$ cat src/rtl/uart_pkg.sv
// Shared definitions for the UART transmitter: register map, FSM states
// and STATUS bit positions.
package uart_pkg;

  localparam logic [1:0] UART_REG_DATA    = 2'd0;
  localparam logic [1:0] UART_REG_STATUS  = 2'd1;
  localparam logic [1:0] UART_REG_DIVISOR = 2'd2;
  localparam logic [1:0] UART_REG_CTRL    = 2'd3;

  typedef enum logic [2:0] {
    ST_IDLE,
    ST_START,
    ST_DATA,
    ST_PARITY,
    ST_STOP
  } uart_tx_state_t;

  localparam int STATUS_EMPTY_BIT = 0;
  localparam int STATUS_FULL_BIT  = 1;
  localparam int STATUS_BUSY_BIT  = 2;
  localparam int STATUS_LEVEL_LSB = 8;

endpackage

$ cat src/rtl/uart_sync_fifo.sv
// Generic single-clock FIFO; extra pointer MSB separates full from empty.
// Full is judged before any same-cycle pop.
module uart_sync_fifo #(
  parameter int WIDTH = 8,
  parameter int DEPTH = 16
) (
  input  logic                     clk_i,
  input  logic                     rst_ni,
  input  logic                     push_i,
  input  logic [WIDTH-1:0]         data_i,
  input  logic                     pop_i,
  output logic [WIDTH-1:0]         data_o,
  output logic                     full_o,
  output logic                     empty_o,
  output logic [$clog2(DEPTH):0]   level_o
);

  localparam int AW = $clog2(DEPTH);

  logic [WIDTH-1:0] mem_q [DEPTH];
  logic [AW:0]      wr_ptr_q, rd_ptr_q;
  logic             push_ok, pop_ok;

  assign full_o  = (wr_ptr_q[AW] != rd_ptr_q[AW]) && (wr_ptr_q[AW-1:0] == rd_ptr_q[AW-1:0]);
  assign empty_o = (wr_ptr_q == rd_ptr_q);
  assign level_o = wr_ptr_q - rd_ptr_q;
  assign data_o  = mem_q[rd_ptr_q[AW-1:0]];

  assign push_ok = push_i && !full_o;
  assign pop_ok  = pop_i && !empty_o;

  always_ff @(posedge clk_i) begin
    if (push_ok) begin
      mem_q[wr_ptr_q[AW-1:0]] <= data_i;
    end
  end

  always_ff @(posedge clk_i or negedge rst_ni) begin
    if (!rst_ni) begin
      wr_ptr_q <= '0;
      rd_ptr_q <= '0;
    end else begin
      if (push_ok) wr_ptr_q <= wr_ptr_q + 1'b1;
      if (pop_ok)  rd_ptr_q <= rd_ptr_q + 1'b1;
    end
  end

endmodule

$ cat src/rtl/uart_tx_fifo.sv
// Buffered UART transmitter with a Wishbone slave port and runtime baud divisor.
// Define UART_TX_PARITY_EN to build the parity stage and CTRL bits 8/9.
module uart_tx_fifo
  import uart_pkg::*;
#(
  parameter int DAT_WIDTH   = 64,
  parameter int DATA_BITS   = 8,
  parameter int STOP_BITS   = 1,
  parameter int FIFO_DEPTH  = 16,
  parameter int DEFAULT_DIV = 868
) (
  input  logic                 clk_i,
  input  logic                 rst_ni,
  input  logic                 wb_stb_i,
  input  logic                 wb_we_i,
  input  logic [1:0]           wb_adr_i,
  input  logic [DAT_WIDTH-1:0] wb_dat_i,
  output logic [DAT_WIDTH-1:0] wb_dat_o,
  output logic                 wb_ack_o,
  output logic                 wb_err_o,
  output logic                 tx_o,
  output logic                 irq_o
);

  localparam int LW = $clog2(FIFO_DEPTH) + 1;

  logic                 ack_q, err_q, irq_q, tx_q, tx_d;
  logic [DAT_WIDTH-1:0] dat_q, rdata;
  logic [15:0]          divisor_q;
  logic [7:0]           thresh_q;
  logic                 par_en_cfg, par_odd_cfg;

  logic                 req, reg_wr, data_wr, fifo_push, fifo_pop;
  logic                 fifo_full, fifo_empty;
  logic [LW-1:0]        fifo_level;
  logic [DATA_BITS-1:0] fifo_rd_data;

  uart_tx_state_t       state_q, state_d;
  logic [15:0]          cnt_q, cnt_d, div_q, div_d;
  logic [2:0]           bit_cnt_q, bit_cnt_d;
  logic                 stop_cnt_q, stop_cnt_d;
  logic [DATA_BITS-1:0] shift_q, shift_d;
  logic                 frame_par_en_q, frame_par_en_d, par_bit_q, par_bit_d;
  logic                 tick, start_frame;

  logic                 unused_bits;
  assign unused_bits = ^{wb_dat_i[DAT_WIDTH-1:16], wb_dat_i[9:8]};

  // A request is taken only while no response pulse is outstanding.
  assign req       = wb_stb_i && !ack_q && !err_q;
  assign reg_wr    = req && wb_we_i;
  assign data_wr   = reg_wr && (wb_adr_i == UART_REG_DATA);
  assign fifo_push = data_wr && !fifo_full;

  uart_sync_fifo #(
    .WIDTH (DATA_BITS),
    .DEPTH (FIFO_DEPTH)
  ) u_fifo (
    .clk_i   (clk_i),
    .rst_ni  (rst_ni),
    .push_i  (fifo_push),
    .data_i  (wb_dat_i[DATA_BITS-1:0]),
    .pop_i   (fifo_pop),
    .data_o  (fifo_rd_data),
    .full_o  (fifo_full),
    .empty_o (fifo_empty),
    .level_o (fifo_level)
  );

`ifdef UART_TX_PARITY_EN
  logic par_en_q, par_odd_q;

  always_ff @(posedge clk_i or negedge rst_ni) begin
    if (!rst_ni) begin
      par_en_q  <= 1'b0;
      par_odd_q <= 1'b0;
    end else if (reg_wr && wb_adr_i == UART_REG_CTRL) begin
      par_en_q  <= wb_dat_i[8];
      par_odd_q <= wb_dat_i[9];
    end
  end

  assign par_en_cfg  = par_en_q;
  assign par_odd_cfg = par_odd_q;
`else
  assign par_en_cfg  = 1'b0;
  assign par_odd_cfg = 1'b0;
`endif

  always_comb begin
    rdata = '0;
    case (wb_adr_i)
      UART_REG_STATUS: begin
        rdata[STATUS_EMPTY_BIT]               = fifo_empty;
        rdata[STATUS_FULL_BIT]                = fifo_full;
        rdata[STATUS_BUSY_BIT]                = (state_q != ST_IDLE);
        rdata[STATUS_LEVEL_LSB +: LW]         = fifo_level;
      end
      UART_REG_DIVISOR: rdata[15:0] = divisor_q;
      UART_REG_CTRL: begin
        rdata[7:0] = thresh_q;
        rdata[8]   = par_en_cfg;
        rdata[9]   = par_odd_cfg;
      end
      default: rdata = '0;
    endcase
  end

  always_ff @(posedge clk_i or negedge rst_ni) begin
    if (!rst_ni) begin
      ack_q     <= 1'b0;
      err_q     <= 1'b0;
      dat_q     <= '0;
      divisor_q <= 16'(DEFAULT_DIV);
      thresh_q  <= 8'd0;
      irq_q     <= 1'b1;
    end else begin
      ack_q <= req && !(data_wr && fifo_full);
      err_q <= data_wr && fifo_full;
      dat_q <= (req && !wb_we_i) ? rdata : '0;
      irq_q <= (8'(fifo_level) <= thresh_q);
      if (reg_wr && wb_adr_i == UART_REG_DIVISOR) begin
        divisor_q <= (wb_dat_i[15:0] == 16'd0) ? 16'd1 : wb_dat_i[15:0];
      end
      if (reg_wr && wb_adr_i == UART_REG_CTRL) begin
        thresh_q <= wb_dat_i[7:0];
      end
    end
  end

  assign tick = (cnt_q == div_q - 16'd1);

  always_comb begin
    state_d        = state_q;
    cnt_d          = cnt_q;
    div_d          = div_q;
    bit_cnt_d      = bit_cnt_q;
    stop_cnt_d     = stop_cnt_q;
    shift_d        = shift_q;
    frame_par_en_d = frame_par_en_q;
    par_bit_d      = par_bit_q;
    start_frame    = 1'b0;
    fifo_pop       = 1'b0;
    tx_d           = 1'b1;

    case (state_q)
      ST_IDLE: begin
        if (!fifo_empty) start_frame = 1'b1;
      end
      ST_START: begin
        tx_d = 1'b0;
        if (tick) begin
          state_d   = ST_DATA;
          bit_cnt_d = 3'd0;
        end
      end
      ST_DATA: begin
        tx_d = shift_q[0];
        if (tick) begin
          shift_d = shift_q >> 1;
          if (bit_cnt_q == 3'(DATA_BITS - 1)) begin
            state_d    = frame_par_en_q ? ST_PARITY : ST_STOP;
            stop_cnt_d = 1'b0;
          end else begin
            bit_cnt_d = bit_cnt_q + 3'd1;
          end
        end
      end
      ST_PARITY: begin
        tx_d = par_bit_q;
        if (tick) begin
          state_d    = ST_STOP;
          stop_cnt_d = 1'b0;
        end
      end
      ST_STOP: begin
        if (tick) begin
          if (stop_cnt_q == 1'(STOP_BITS - 1)) begin
            if (!fifo_empty) start_frame = 1'b1;
            else             state_d     = ST_IDLE;
          end else begin
            stop_cnt_d = 1'b1;
          end
        end
      end
      default: state_d = ST_IDLE;
    endcase

    if (state_q != ST_IDLE) begin
      cnt_d = tick ? 16'd0 : cnt_q + 16'd1;
    end

    // Divisor and parity mode are sampled here so that mid-frame register
    // writes only affect the following frame.
    if (start_frame) begin
      fifo_pop       = 1'b1;
      state_d        = ST_START;
      cnt_d          = 16'd0;
      div_d          = divisor_q;
      shift_d        = fifo_rd_data;
      frame_par_en_d = par_en_cfg;
      par_bit_d      = (^fifo_rd_data) ^ par_odd_cfg;
    end
  end

  always_ff @(posedge clk_i or negedge rst_ni) begin
    if (!rst_ni) begin
      state_q        <= ST_IDLE;
      cnt_q          <= 16'd0;
      div_q          <= 16'(DEFAULT_DIV);
      bit_cnt_q      <= 3'd0;
      stop_cnt_q     <= 1'b0;
      shift_q        <= '0;
      frame_par_en_q <= 1'b0;
      par_bit_q      <= 1'b0;
      tx_q           <= 1'b1;
    end else begin
      state_q        <= state_d;
      cnt_q          <= cnt_d;
      div_q          <= div_d;
      bit_cnt_q      <= bit_cnt_d;
      stop_cnt_q     <= stop_cnt_d;
      shift_q        <= shift_d;
      frame_par_en_q <= frame_par_en_d;
      par_bit_q      <= par_bit_d;
      tx_q           <= tx_d;
    end
  end

  assign wb_ack_o = ack_q;
  assign wb_err_o = err_q;
  assign wb_dat_o = dat_q;
  assign tx_o     = tx_q;
  assign irq_o    = irq_q;

endmodule

$ cat config.mk
export PLATFORM = sky130hd
export DESIGN_NAME = uart_tx_fifo
export DESIGN_NICKNAME = d
export VERILOG_FILES = /design/src/rtl/uart_pkg.sv /design/src/rtl/uart_sync_fifo.sv /design/src/rtl/uart_tx_fifo.sv
export SDC_FILE = /design/constraint.sdc
export NUM_CORES = 1
export LEC_CHECK = 0
export BUFFER_PORTS_ARGS = -buffer_cell sky130_fd_sc_hd__buf_2
export CORE_UTILIZATION = 38
export CTS_BUF_LIST = sky130_fd_sc_hd__clkbuf_2
export CTS_CLUSTER_DIAMETER = 30
export DETAILED_ROUTE_END_ITERATION = 7
export PLACE_DENSITY_LB_ADDON = 0.2
export SETUP_SLACK_MARGIN = 0.1
export SLEW_MARGIN = 20
export SYNTH_ARGS = -nofsm -noshare
export SYNTH_HDL_FRONTEND = slang
export SYNTH_HIERARCHICAL = 1
export SYNTH_SLANG_ARGS = --single-unit
export TNS_END_PERCENT = 50
$ cat constraint.sdc
create_clock -name clk_i -period 4.45 [get_ports clk_i]
set_input_delay 0.445 -clock clk_i [delete_from_list [all_inputs] [get_ports clk_i]]
set_output_delay 0.445 -clock clk_i [all_outputs]
set_load 0.1 [all_outputs]
==> metrics.md, run 1 <==
| Metric | Value |
|---|---|
| Status | `finished clean` |
| IO Pins | `138` |
| Slew HR | `42.1%` |
| Final cell count without fillers | `1346` |
| Post-synth EDFFs | `128` |
| Critical Path Start | `div_q[0]` |
| Crit start category | `register` |
| Reg clk slew, reported paths | `90 ps` |
| Distinct cell type count of the synthesized netlist | `76` |
| Clk sinks | `229` |
| Mapped Area | `11000 µm²` |
| Average routed wire per standard cell | `17.9 µm` |
| H-tree depth | `3` |
| FF+latch count, synth | `229` |
| Area growth, synth to finish | `11.2%` |
| Max-Cap Viols | `0` |
| Horiz. Die Dim | `172 µm` |
| DRT iter0 DRCs | `464` |
| Final setup vio count | `0` |
| Dpl hpwl | `15800 µm` |
| First-pass GRT wire length | `37800 µm` |
| Gp weighted congestion | `0.793` |
| FF-to-FF Start | `div_q[0]` |
| Gr ovfl total | `0` |
| Hold Crit Start | `wb_dat_i[4]` |
| Clock latency on the worst-skew pair | `830 ps` |
| Power per standard cell area | `420 nW/µm²` |
| Min Clock Period, post-route | `3790 ps` |
| RR Endpoint | `u_fifo/rd_ptr_q[4]` |
| DRC violations left | `0` |
| Worst setup EP type | `register` |
| Dpl cells | `1206` |
| Worst-path fanout max | `9` |
| Vias per cell | `5.10` |
| Total track usage | `17.1%` |
| Worst-margin pin slew | `866 ps` |
| Vias in the first global route | `6803` |
| Final net count | `1009` |
| CTS Buffer Depth | `3` |
| Synth async-reset ratio | `44.1%` |
| Pre-Repair DR Iteration Count | `7` |
| Yosys warns | `6` |
| Final WL | `24000 µm` |
| Post-route ant nets | `0` |
| Fmax | `0.264 GHz` |
| Setup TNS | `0 ps` |
| Via count | `6870` |
| Final Hold Fails | `0` |
| Initial antenna violation count | `1` |
| Setup Buffers After CTS | `0` |
| CTS Root Cell | `clkbuf_2` |
| Total die area | `29700 µm²` |
| Sequential share of the synthesized area | `57.9%` |
| Post-route clock period utilization | `85.1%` |
| Static Leak | `5.11 nW` |
| RSZ-0062 raised after global routing | `no` |
| Die H | `172 µm` |
| Reg2reg setup slack | `660 ps` |
| Largest net degree at the start of global routing | `66` |
| CTS tree | `yes` |
| Skew final | `102 ps` |
| Share of cells above drive strength 1 | `25.2%` |
| Worst Path Required | `5140 ps` |
| Starting density of the core | `39.1%` |
| Standard-cell rows | `61` |
| Prevailing post-synth register cell | `edfxtp_1` |
| Total CTS buffers | `67` |
| Worst IR Drop VDD | `0.338 mV` |
| Data arrival, critical path | `4470 ps` |
| Reg2Reg Depth | `12` |
| Critical Path End | `u_fifo/rd_ptr_q[4]` |
| Hold Path Class | `in2reg` |
| Max-slew violations | `0` |
| Core region area | `28200 µm²` |
| Gate Count Post-Synth | `814` |
| WS Path Type | `reg2reg` |
| Mean post-synth cell area | `13.5 µm²` |
| Number of port buffers | `41` |
[per-layer routing]
metal / routed length [µm] / vias up / global-route usage, %
met5: 0 / - / 0
met3: 901 / 41 / 3.59
met2: 11700 / 157 / 27.0
met4: 561 / 0 / 7.16
met1: 10900 / 3429 / 22.8
li1: - / 3243 / -
[Yosys cell counts, types with 4 or more instances]
master | count | area share [%]
a21oi_1 | 6 | 0.27
a221oi_1 | 7 | 0.56
a22oi_1 | 13 | 0.89
a31oi_1 | 8 | 0.45
and2_1 | 12 | 0.68
and3_1 | 15 | 0.85
and4_1 | 4 | 0.32
buf_2 | 5 | 0.23
buf_4 | 49 | 3.3
buf_6 | 8 | 0.82
clkbuf_1 | 16 | 0.54
dfrtp_1 | 89 | 20
dfstp_2 | 12 | 2.9
edfxtp_1 | 128 | 35
ha_1 | 23 | 2.6
inv_1 | 34 | 1.2
mux2_2 | 39 | 4.0
mux2i_1 | 27 | 2.5
mux4_1 | 10 | 2.4
mux4_2 | 14 | 2.9
nand2_1 | 40 | 1.4
nand2b_1 | 4 | 0.23
nand3_1 | 16 | 0.73
nand4_1 | 11 | 0.62
nor2_1 | 32 | 1.1
nor2b_1 | 10 | 0.57
nor3_1 | 11 | 0.50
nor3b_1 | 6 | 0.41
nor4_1 | 7 | 0.40
o21ai_0 | 25 | 1.1
o21ai_1 | 11 | 0.50
o221a_2 | 6 | 0.61
o22ai_1 | 8 | 0.45
or3_1 | 11 | 0.62
or4_1 | 4 | 0.27
xnor2_1 | 27 | 2.1
xor2_1 | 8 | 0.64
[power by group]
group	switching, W	leakage, nW	internal, W
clock	0.000902	0.526	0.000925
combinational	0.000569	2.16	0.000269
sequential	0.000130	2.43	0.00236
total	0.00160	5.11	0.00355
[cell usage in the layout, fill, tap and decap left out, types with 6 or more instances in the layout]
master         netlist  final
nor4_1               7      7
nand2_1             40     40
nand3_1             16     16
a221oi_1             7      7
conb_1               1     48
mux4_1              10     10
mux2_2              39     39
o21ai_0             25     25
xor2_1               8      8
and2_1              12     12
nand4_1             11     11
a22oi_1             13     13
mux2i_1             27     27
buf_2                5     40
inv_1               34     34
edfxtp_1           128    128
buf_4               49     11
ha_1                23     23
mux4_2              14     14
a31oi_1              8      8
o221a_2              6      6
nor2b_1             10     10
bufinv_16            0      6
clkinv_2             0      6
o22ai_1              8      8
dfstp_2             12     12
and3_1              15     15
or3_1               11     11
o21ai_1             11     11
nor3b_1              6      6
dfrtp_1             89     88
nor2_1              32     32
clkinv_1             0     12
dlygate4sd3_1        0     18
xnor2_1             27     27
clkbuf_2             1     93
a21oi_1              6      6
nor3_1              11     11
[layout make-up]
type	count	area, µm²
multi-input cells	514	4060
fillers	2661	15900
repair buffers	69	463
inverters	34	128
well taps	378	473
flip-flops and latches	229	6390
clock inverters	27	277
clock buffers	93	465
diodes	2	5.00
[what timing repair did]
action,CTS,global route
endpoints found under the hold margin,132,0
gates resized for setup,0,0
hold buffers,18,0
[cell families (layout without fill, tap and decap cells)]
family                     count (synthesis)  count (layout)  synth area share (%)
and+or+nand+nor                          193             193                  9.54
other                                      1              50                0.0340
muxes                                     91              91                  11.8
adders and majority gates                 24              24                  2.79
xor gates and xnor gates                  36              36                  2.93
DFF                                      229             229                  57.9
AOI/OAI and AO/OA                        122             122                  8.14
buffers and inverters                    118             223                  6.80
[critical path, cell delays in order, from the launching register on]
cell	delay, ps
dfrtp_1	440
inv_1	80
ha_1	180
or4b_1	610
or4b_1	520
a22oi_1	340
and3_1	230
and4_1	300
o21ai_2	90
inv_1	80
a21boi_1	440
nand4_1	200
xnor2_1	160
[state kept, by name (all words and copies together), names as in the netlist, 3 cells and up]
name             flops
state_q              3
u_fifo/mem_q       128
div_q               16
u_fifo/rd_ptr_q      5
shift_q              8
divisor_q           16
u_fifo/wr_ptr_q      5
thresh_q             8
cnt_q               16
bit_cnt_q            3
wb_dat_o            16
[through the flow]
step	worst slack (ps)	area, µm²	power [W]	hold slack (ps)	util, %
4_1_cts	657	12300	0.00524	11.7	43.5
2_1_floorplan	1010	11200	0.00316	149	-
3_5_place_dp	689	11300	0.00336	502	40.2
3_3_place_gp	746	11300	0.00335	499	40.2
5_1_grt	425	12300	0.00545	25.8	43.5
6_report	662	12300	0.00515	114	43.5
[worst min path at each step]
| stage | endpoint | slack (ps) | cells past startpoint |
|---|---|---|---|
| detailed placement | shift_q[0] | 500 | 1 |
| floorplan | bit_cnt_q[0] | 150 | 0 |
| CTS | u_fifo/mem_q[3][4] | 10 | 1 |
| finish | u_fifo/mem_q[3][4] | 110 | 1 |
| global route | u_fifo/mem_q[9][4] | 30 | 1 |
| global placement | shift_q[0] | 500 | 1 |
Note: power is estimated with default switching activity, not from simulation.
==> run 2: changes to the inputs <==
--- a/config.mk
+++ b/config.mk
@@ -6,6 +6,8 @@
 export NUM_CORES = 1
 export LEC_CHECK = 0
 export BUFFER_PORTS_ARGS = -buffer_cell sky130_fd_sc_hd__buf_2
+export CELL_PAD_IN_SITES_DETAIL_PLACEMENT = 1
+export CELL_PAD_IN_SITES_GLOBAL_PLACEMENT = 2
 export CORE_UTILIZATION = 38
 export CTS_BUF_LIST = sky130_fd_sc_hd__clkbuf_2
 export CTS_CLUSTER_DIAMETER = 30
==> run 2 against run 1 <==
Net effect: first-iteration DRC count shrank 35%; final area shrank 1.4%; largest cell class unchanged; critical path type unchanged; sequential share of layout area grew 0.72 points.
==> metrics.md, run 2 (same netlist as run 1, synthesis figures left out) <==
| Metric | Value |
|---|---|
| Commonest non-fill, non-tap cell in the layout | `edfxtp_1` |
| Reg clk slew, reported paths | `90 ps (about the same)` |
| Total die area | `29700 µm² (unchanged)` |
| Post-route ant nets | `0 (unchanged)` |
| Starting density of the core | `39.1% (unchanged)` |
| Vias per cell | `5.22 (+2.3%)` |
| Fmax | `0.260 GHz (-1.7%)` |
| Area growth, synth to finish | `9.73%` |
| FF-to-FF Start | `div_q[0]` |
| CTS Root Cell | `clkbuf_2` |
| Number of port buffers | `41 (unchanged)` |
| Worst IR Drop VDD | `0.190 mV (-44%)` |
| Vias in the first global route | `7457 (+9.6%)` |
| Largest net degree at the start of global routing | `65 (-1.5%)` |
| Max-slew violations | `0 (unchanged)` |
| CTS tree | `yes` |
| Worst Path Required | `5090 ps (-50 ps)` |
| IO Pins | `138 (unchanged)` |
| WS Path Type | `reg2reg` |
| Worst setup EP type | `register` |
| Share of cells above drive strength 1 | `24.7% (-0.44 points)` |
| H-tree depth | `3 (unchanged)` |
| Reg2reg setup slack | `600 ps (-70 ps)` |
| Setup TNS | `0 ps (unchanged)` |
| RR Endpoint | `u_fifo/rd_ptr_q[3]` |
| Crit start category | `register` |
| Post-route clock period utilization | `86.6% (+1.5 points)` |
| Hold Crit Depth | `5 (+4)` |
| Die H | `172 µm (unchanged)` |
| Setup Buffers After CTS | `0 (unchanged)` |
| Final setup vio count | `0 (unchanged)` |
| Clock latency on the worst-skew pair | `850 ps (+20 ps)` |
| Slew HR | `36.6% (-5.6 points)` |
| Skew final | `105 ps (+3.66 ps)` |
| Max-Cap Viols | `0 (unchanged)` |
| Worst Hold Path EP | `wb_err_o` |
| Placed Area | `11300 µm² (unchanged)` |
| Final Hold Fails | `0 (unchanged)` |
| Min Clock Period, post-route | `3850 ps (+65.4 ps)` |
| Gp weighted congestion | `0.770 (-2.8%)` |
| Hold Path Class | `in2reg` |
| Gr ovfl total | `0 (unchanged)` |
| Via count | `6989 (+1.7%)` |
| DRT iter0 DRCs | `302 (-35%)` |
| RSZ-0062 raised after global routing | `no` |
| Reg2Reg Depth | `12 (unchanged)` |
| Clk sinks | `229 (unchanged)` |
| Worst-margin pin slew | `949 ps (+83.3 ps)` |
| CTS Buffer Depth | `3 (unchanged)` |
| Final WL | `26700 µm (+11%)` |
| Data arrival, critical path | `4490 ps (+20 ps)` |
| Max reg flops | `128 (unchanged)` |
| Final net count | `1009 (unchanged)` |
| Dpl hpwl | `18200 µm (+15%)` |
| Total chip power | `0.00485 W (-5.9%)` |
| Most frequent cells in the layout | `edfxtp_1 (128), clkbuf_2 (92), dfrtp_1 (88), conb_1 (48)` |
| Static Leak | `5.03 nW (-1.6%)` |
| Pre-Repair DR Iteration Count | `5 (-2)` |
| Status | `finished clean` |
| Worst-path fanout max | `9 (unchanged)` |
| Total CTS buffers | `66 (-1.5%)` |
| Power per standard cell area | `401 nW/µm² (-4.6%)` |
| DRC violations left | `0 (unchanged)` |
| Horiz. Die Dim | `172 µm (unchanged)` |
| Core region area | `28200 µm² (unchanged)` |
| Average routed wire per standard cell | `20.0 µm (+12%)` |
| Final Instance Area | `12100 µm² (-1.4%)` |
| Standard-cell rows | `61 (unchanged)` |
| First-pass GRT wire length | `42000 µm (+11%)` |
| Initial antenna violation count | `3 (+2)` |
| Total track usage | `18.9% (+1.8 points)` |
| Hold Crit Start | `wb_adr_i[1]` |
[run 2: cell types whose count changed in the layout (fill, tap and decap cells not counted)]
cell / before / now
bufinv_16: 6 / 0
inv_6: 0 / 3
clkinv_1: 12 / 10
clkinv_2: 6 / 4
clkbuf_2: 93 / 92
dlygate4sd3_1: 18 / 19
[run 2: cell type report]
cell class                      count  area [µm²]
Timing Repair Buffer               70         473
Clock buffer                       92         460
Clock inverter                     20         105
Fill cell                        2949       16100
Antenna cell                        2        5.00
Multi-Input combinational cell    514        4060
Inverter                           34         128
Sequential cell                   229        6390
Tap cell                          378         473
[run 2: worst max path at each step]
| stage | startpoint | end | slack, ps | cells after the start |
|---|---|---|---|---|
| after floorplan | div_q[0] | u_fifo/rd_ptr_q[4] | 1010 | 14 |
| after global placement | div_q[0] | u_fifo/rd_ptr_q[3] | 740 | 12 |
| after detailed placement | div_q[0] | u_fifo/rd_ptr_q[3] | 650 | 12 |
| after CTS | div_q[0] | u_fifo/rd_ptr_q[3] | 570 | 12 |
| after global routing | div_q[0] | u_fifo/rd_ptr_q[3] | 300 | 12 |
| final | div_q[0] | u_fifo/rd_ptr_q[3] | 600 | 12 |
[run 2: through the flow]
stage,util [%],setup slack [ps],hold slack (ps),std cells
finish,42.9,597,177,1339
global route,42.9,303,120,1338
CTS,42.9,571,109,1337
detailed placement,40.2,647,520,1206
global placement,40.2,739,512,1206
floorplan,-,1010,149,861
[run 2: per-layer routing]
| layer | GRT usage (%) | vias to the layer above | part of all wire (%) |
|---|---|---|---|
| li1 | - | 3209 | - |
| met5 | 0 | - | 0 |
| met2 | 31.5 | 144 | 50 |
| met4 | 6.50 | 0 | 1.8 |
| met3 | 4.23 | 42 | 3.9 |
| met1 | 24.3 | 3594 | 45 |
[run 2: where the power goes]
part | total, W | internal (W) | switching, W | leakage [nW]
logic | 0.000867 | 0.000272 | 0.000596 | 2.16
clock network | 0.00149 | 0.000572 | 0.000913 | 0.440
registers | 0.00249 | 0.00236 | 0.000138 | 2.43
[run 2: critical path, cell delays in order, from the launching register on]
cell and delay, ps:
dfrtp_1 450, inv_1 90, ha_1 200, or4b_1 620, or4b_1 530, a22oi_1 340, and3_1 230, and4_1 320
o21ai_2 100, inv_1 80, a21boi_1 410, nand3_1 150, xnor2_1 170
[run 2: timing repair]
action,in CTS,in global routing
gates resized for setup,0,0
hold buffers,19,0
endpoints found under the hold margin,135,0
